File: src/rtl/bcd_multi_accumulator_if.sv
// Handshake bundle for bcd_multi_accumulator.
//   in_valid / in_ready / in_num        : operand input (BCD, digit 0 in [3:0])
//   out_valid / out_ready / out_sum     : result output (BCD, DIGITS+2 digits)
//   bcd_err                             : non-BCD digit seen in current batch
// Modports: slave = accumulator side, master = producer/consumer side.
interface bcd_multi_accumulator_if #(
    parameter int unsigned DIGITS = 2
);
    logic                      in_valid;
    logic                      in_ready;
    logic [4*DIGITS-1:0]       in_num;
    logic                      out_valid;
    logic                      out_ready;
    logic [4*(DIGITS+2)-1:0]   out_sum;
    logic                      bcd_err;

    modport master (
        output in_valid, in_num, out_ready,
        input  in_ready, out_valid, out_sum, bcd_err
    );

    modport slave (
        input  in_valid, in_num, out_ready,
        output in_ready, out_valid, out_sum, bcd_err
    );
endinterface

File: src/rtl/bcd_multi_accumulator.sv
// Digit-serial BCD accumulator: sums OPS operands of DIGITS BCD digits each,
// one operand per valid/ready transfer, one BCD digit per clock.
// Ports:
//   clock  : system clock, all state on posedge
//   reset  : asynchronous, active-high
//   bus    : bcd_multi_accumulator_if.slave (in_valid/in_ready/in_num,
//            out_valid/out_ready/out_sum, bcd_err)
// Optional feature: define BCD_MULTI_ACC_CHECK_EN to flag operands holding a
// digit >9 (sticky until the result is taken). Undefined: bcd_err tied 0.
module bcd_multi_accumulator #(
    parameter int unsigned DIGITS = 2,
    parameter int unsigned OPS    = 3
) (
    input  logic                    clock,
    input  logic                    reset,
    bcd_multi_accumulator_if.slave  bus
);
    localparam int unsigned NDIG = DIGITS + 2;
    localparam int unsigned W    = 4 * NDIG;
    localparam int unsigned KW   = $clog2(NDIG);
    localparam int unsigned CW   = $clog2(OPS + 1);

    typedef enum logic [1:0] {
        LOAD,
        ADD,
        DONE
    } state_t;

    state_t          state_q, state_d;
    logic [W-1:0]    acc_q, acc_d;
    logic [W-1:0]    op_q, op_d;
    logic [CW-1:0]   cnt_q, cnt_d;
    logic [KW-1:0]   k_q, k_d;
    logic            carry_q, carry_d;

    logic [3:0]      acc_dig;
    logic [3:0]      op_dig;
    logic [4:0]      sum5;
    logic [3:0]      dig_new;
    logic            carry_new;

`ifdef BCD_MULTI_ACC_CHECK_EN
    logic            err_q, err_d;
    logic            in_bad;

    always_comb begin
        in_bad = 1'b0;
        for (int unsigned i = 0; i < DIGITS; i++) begin
            if (bus.in_num[4*i +: 4] > 4'd9) in_bad = 1'b1;
        end
    end

    assign bus.bcd_err = err_q;
`else
    assign bus.bcd_err = 1'b0;
`endif

    assign bus.in_ready  = (state_q == LOAD);
    assign bus.out_valid = (state_q == DONE);
    assign bus.out_sum   = acc_q;

    // Current digit pair selected by a compare-mux rather than a variable
    // part-select, so k never indexes past the operand width.
    always_comb begin
        acc_dig = '0;
        op_dig  = '0;
        for (int unsigned i = 0; i < NDIG; i++) begin
            if (k_q == KW'(i)) begin
                acc_dig = acc_q[4*i +: 4];
                op_dig  = op_q[4*i +: 4];
            end
        end
        sum5 = {1'b0, acc_dig} + {1'b0, op_dig} + {4'b0000, carry_q};
        if (sum5 >= 5'd10) begin
            dig_new   = 4'(sum5 - 5'd10);
            carry_new = 1'b1;
        end else begin
            dig_new   = sum5[3:0];
            carry_new = 1'b0;
        end
    end

    always_comb begin
        state_d = state_q;
        acc_d   = acc_q;
        op_d    = op_q;
        cnt_d   = cnt_q;
        k_d     = k_q;
        carry_d = carry_q;
`ifdef BCD_MULTI_ACC_CHECK_EN
        err_d   = err_q;
`endif
        unique case (state_q)
            LOAD: begin
                if (bus.in_valid) begin
                    op_d    = W'(bus.in_num);
                    cnt_d   = cnt_q + 1'b1;
                    k_d     = '0;
                    carry_d = 1'b0;
                    state_d = ADD;
`ifdef BCD_MULTI_ACC_CHECK_EN
                    err_d   = err_q | in_bad;
`endif
                end
            end
            ADD: begin
                for (int unsigned i = 0; i < NDIG; i++) begin
                    if (k_q == KW'(i)) acc_d[4*i +: 4] = dig_new;
                end
                carry_d = carry_new;
                if (k_q == KW'(NDIG - 1)) begin
                    k_d     = '0;
                    state_d = (cnt_q == CW'(OPS)) ? DONE : LOAD;
                end else begin
                    k_d = k_q + 1'b1;
                end
            end
            DONE: begin
                if (bus.out_ready) begin
                    acc_d   = '0;
                    cnt_d   = '0;
                    state_d = LOAD;
`ifdef BCD_MULTI_ACC_CHECK_EN
                    err_d   = 1'b0;
`endif
                end
            end
            default: state_d = LOAD;
        endcase
    end

    always_ff @(posedge clock or posedge reset) begin
        if (reset) begin
            state_q <= LOAD;
            acc_q   <= '0;
            op_q    <= '0;
            cnt_q   <= '0;
            k_q     <= '0;
            carry_q <= 1'b0;
`ifdef BCD_MULTI_ACC_CHECK_EN
            err_q   <= 1'b0;
`endif
        end else begin
            state_q <= state_d;
            acc_q   <= acc_d;
            op_q    <= op_d;
            cnt_q   <= cnt_d;
            k_q     <= k_d;
            carry_q <= carry_d;
`ifdef BCD_MULTI_ACC_CHECK_EN
            err_q   <= err_d;
`endif
        end
    end
endmodule

File: src/flat_wrapper.sv
// flat-port wrapper written by rule: the top's interface ports become plain ports
module bcd_multi_accumulator_flat 
#(
    parameter int unsigned DIGITS = 2,
    parameter int unsigned OPS    = 3
)
  (clock, reset, bus_in_valid, bus_in_num, bus_out_ready, bus_in_ready, bus_out_valid, bus_out_sum, bus_bcd_err);
  bcd_multi_accumulator_if #(.DIGITS(DIGITS)) bus_i ();
  input  logic clock;
  input  logic reset;
  input wire logic [$bits(bus_i.in_valid)-1:0] bus_in_valid;
  input wire logic [$bits(bus_i.in_num)-1:0] bus_in_num;
  input wire logic [$bits(bus_i.out_ready)-1:0] bus_out_ready;
  output wire logic [$bits(bus_i.in_ready)-1:0] bus_in_ready;
  output wire logic [$bits(bus_i.out_valid)-1:0] bus_out_valid;
  output wire logic [$bits(bus_i.out_sum)-1:0] bus_out_sum;
  output wire logic [$bits(bus_i.bcd_err)-1:0] bus_bcd_err;
  assign bus_i.in_valid = bus_in_valid;
  assign bus_i.in_num = bus_in_num;
  assign bus_i.out_ready = bus_out_ready;
  assign bus_in_ready = bus_i.in_ready;
  assign bus_out_valid = bus_i.out_valid;
  assign bus_out_sum = bus_i.out_sum;
  assign bus_bcd_err = bus_i.bcd_err;
  bcd_multi_accumulator #(.DIGITS(DIGITS), .OPS(OPS)) u_core (.clock(clock), .reset(reset), .bus(bus_i));
endmodule
File: config.mk
export PLATFORM = sky130hd
export DESIGN_NAME = bcd_multi_accumulator_flat
export DESIGN_NICKNAME = d
export VERILOG_FILES = /design/src/rtl/bcd_multi_accumulator_if.sv /design/src/rtl/bcd_multi_accumulator.sv /design/src/flat_wrapper.sv
export SDC_FILE = /design/constraint.sdc
export NUM_CORES = 1
export LEC_CHECK = 0
export BUFFER_PORTS_ARGS = -buffer_cell sky130_fd_sc_hd__buf_2
export CAP_MARGIN = 30
export CORE_AREA = 2 2 45 78
export DETAILED_ROUTE_END_ITERATION = 16
export DIE_AREA = 0 0 47 80
export GPL_TIMING_DRIVEN = 0
export PLACE_DENSITY = 0.91
export SYNTH_ARGS = -nofsm -noshare
export SYNTH_HDL_FRONTEND = slang
export SYNTH_SLANG_ARGS = --single-unit
export TNS_END_PERCENT = 100
File: constraint.sdc
create_clock -name clock -period 11.8 [get_ports clock]
set_clock_uncertainty 0.15 [all_clocks]
set_input_delay 2.36 -clock clock [delete_from_list [all_inputs] [get_ports clock]]
set_output_delay 2.36 -clock clock [all_outputs]
set_load 0.005 [all_outputs]
==> run_results.csv <==
group,metric,value,unit
global_routing,grt_pass1_wl,6580,um
die,die-area,3760,sq um
clocking,cts_tree,"built",
clocking,h-tree-depth,2,
setup_path,slowest_delay,0.45,ns
die,coreArea,3110,sq um
setup_path,r2r-end,"u_core.bus.out_sum[13]",
sta,hold_ws,0.355,ns
yosys,synth_mux_area_share,8.13,%
yosys,synthTopCellsByCount,"dfrtp_1 (31), a21oi_1 (22), nand2_1 (14), nand3_1 (14), nor2_1 (13)",
setup_path,crit_path_start_kind,"flop",
clocking,clkLatencyLatePin,0.29,ns
setup_path,worstPathCellList,"inv_1 -> ha_1 -> clkbuf_1 -> buf_1 -> a21oi_1 -> a21o_1 -> fa_1 -> inv_1 -> fa_1 -> inv_1 -> ha_1 -> inv_1 -> a31o_1 -> a21oi_2 -> o21bai_2 -> xnor2_1 -> o21ai_0",
yosys,yosysTopAreaCell,"dfrtp_1",
setup_path,critPathRequiredTime,11.80,ns
sta,rsz0062_at_grt,"false",
finish,area_growth_syn_to_layout,18.0,%
route,firstDrtPassIters,5,
yosys,synth_cell_types,34,
yosys,yosysWarningCount,0,
global_routing,antenna_found_initial,0,
clocking,cts_root_buf,"clkbuf_8",
global_routing,grt_max_degree,24,
sta,slew_viol_final,0,
yosys,avgSynthCellArea,9.36,sq um
route,drc,0,
setup_path,worstSetupStartpoint,"u_core.k_q[1]",
setup_path,crit_top_cell,"inv_1",
sta,period_needed,4.24,ns
clocking,cts_sinks,31,
yosys,synthCells,194,
sta,setup_viol,0,
place,hpwl,3150,um
flow_run,drv_cap,0,
yosys,synth-compound-area-share,20.1,%
setup_path,worstPathMaxFanout,10,
setup_path,critPathKind,"reg -> reg",
setup_path,worstPathArrival,4.24,ns
yosys,yosys-top-cells-area,"dfrtp_1 (43%), ha_1 (6.2%), mux2_2 (6.2%)",
sta,hold_viol,0,
setup_path,crit_slowest_cell,"fa_1",
yosys,yosys.area_share.adder,8.41,%
global_routing,grt_pass1_vias,1543,
setup_path,reg2reg_from,"u_core.k_q[1]",
setup_path,crit_path_end_kind,"flop",
sta,setup_ws,7.56,ns
yosys,yosys.area_share.xor_xnor,0.965,%
die,start_util,58.4,%
die,dieHeight,80,um
place,place_ws,7.60,ns
yosys,synth_nets,217,
clocking,cts-hold-fix-buffers,0,
sta,finalCritPeriodShare,36.0,%
yosys,ys.flop_type,"dfrtp_1",
route,vias,1559,
setup_path,reg2reg_slack,7.56,ns
run_status,status,"complete, no violations",
route,drt_iter0_drc,57,
sta,tns,0,ns
route,via_per_inst,5.67,
yosys,ys_async_sr_fraction,100,%
worst_hold_path,min_path_type,"reg -> reg",
yosys,synth_edf_count,0,
yosys,ys_seq_area_share,42.7,%
die,rows,27,
setup_path,crit_path_end,"u_core.bus.out_sum[13]",
route,routedWlPerCell,14.9,um
place,gp_congestion,0.822,
die,die-width,47,um
setup_path,worstRegToRegCells,17,
yosys,synth_most_common_cell,"dfrtp_1",
clocking,clockBufferDepth,2,
clocking,cts_resized,0,
yosys,ys_seq_elements,31,
place,port_buffers,29,
clocking,cts_inserted_buffers,5,
global_routing,overflow,0,
finish,postLayoutCellArea,2140,sq um
yosys,synth_top_family_by_area,"compound AO/OA/AOI/OAI gates",
finish,insertedDiodeCount,0,
clocking,postCtsSetupBuffers,0,
route,ant_nets,0,
route,wirelength,4110,um
sta,fmax,0.236,GHz
yosys,netlist.area_leader.share,42.7,%
finish,nNetsFinal,254,
die,ios,31,
place,detailed_place.area,2040,sq um
global_routing,track_usage,24.6,%
yosys,synth_area,1820,sq um
yosys,yosys.area_share.simple,14.5,%
finish,drive_above_1_share,25.0,%
clocking,cts.clk_slew.worst_paths,0.07,ns
[logic make-up after synthesis]
kind of cell    count (synthesis)
flops                          31
buf+inv                        23
xor+xnor                        2
simple gates                   56
fa+ha+maj                      11
compound gates                 57
other cells                     1
mux                            13
[cells in the final DEF (no fill, tap or decap), types with 2 or more instances in the layout]
master    synthesis  routed
fa_1              2       2
mux2_2           10      10
buf_2             1      30
dfrtp_1          31      31
a21boi_0          4       4
mux2i_1           2       2
nand3_1          14      14
o21ai_0          12      12
xnor2_1           2       2
nor3_1            3       3
a21o_1            2       2
a22o_1            4       4
nand2_1          14      14
a21oi_1          22      22
nand2b_1          4       4
ha_1              9       9
clkbuf_8          0       7
nor2b_1           5       5
a311oi_1          4       4
clkbuf_1          8       9
o21ai_2           4       4
nor2_1           13      13
inv_1            12      12
[flip-flops by register name, summed over array words and instances, names as in the netlist]
name	count
u_core.state_q	2
u_core.op_q	8
u_core.cnt_q	2
u_core.bus.out_sum	16
u_core.carry_q	1
u_core.k_q	2
[critical path: cells and delay by family (launching register included)]
kind / cells / cell delay, ns
DFF: 1 / 0.42
buffers and inverters: 6 / 1.06
xor gates and xnor gates: 1 / 0.33
adders and majority gates: 4 / 1.21
AOI/OAI and AO/OA: 6 / 0.91
[how the worst min path moves through the flow]
stage,depth (start not counted),end,start
3_3_place_gp,1,u_core.cnt_q[0],u_core.cnt_q[0]
5_1_grt,1,u_core.carry_q,u_core.carry_q
4_1_cts,1,u_core.carry_q,u_core.carry_q
3_5_place_dp,1,u_core.carry_q,u_core.carry_q
6_report,1,u_core.cnt_q[0],u_core.cnt_q[0]
2_1_floorplan,1,u_core.cnt_q[0],u_core.cnt_q[0]
[through the flow]
stage               std cells  util (%)
floorplan                 194         -
global placement          266      64.8
detailed placement        267      65.7
CTS                       275      68.9
global route              275      68.9
finish                    275      68.9
[final cells by class]
type | instances | area (sq um)
buffer | 11 | 46.3
tap | 43 | 53.8
inverter | 12 | 45.0
clock buffer | 8 | 100
multi-input combinational | 140 | 948
sequential | 31 | 776
fill | 251 | 966
timing repair buffer | 30 | 173
[routing by layer]
layer  global-route usage, %  part of all wire, %  up-vias
met5                       0                    0        -
met4                    18.9                  3.7        0
met3                    4.98                  4.4       14
met2                    40.5                   55       56
met1                    25.4                   37      742
li1                        -                    -      747
Power is left out: the tool's default activity adds up to more than one toggle a clock period on the data nets, which glitch-free logic cannot reach.
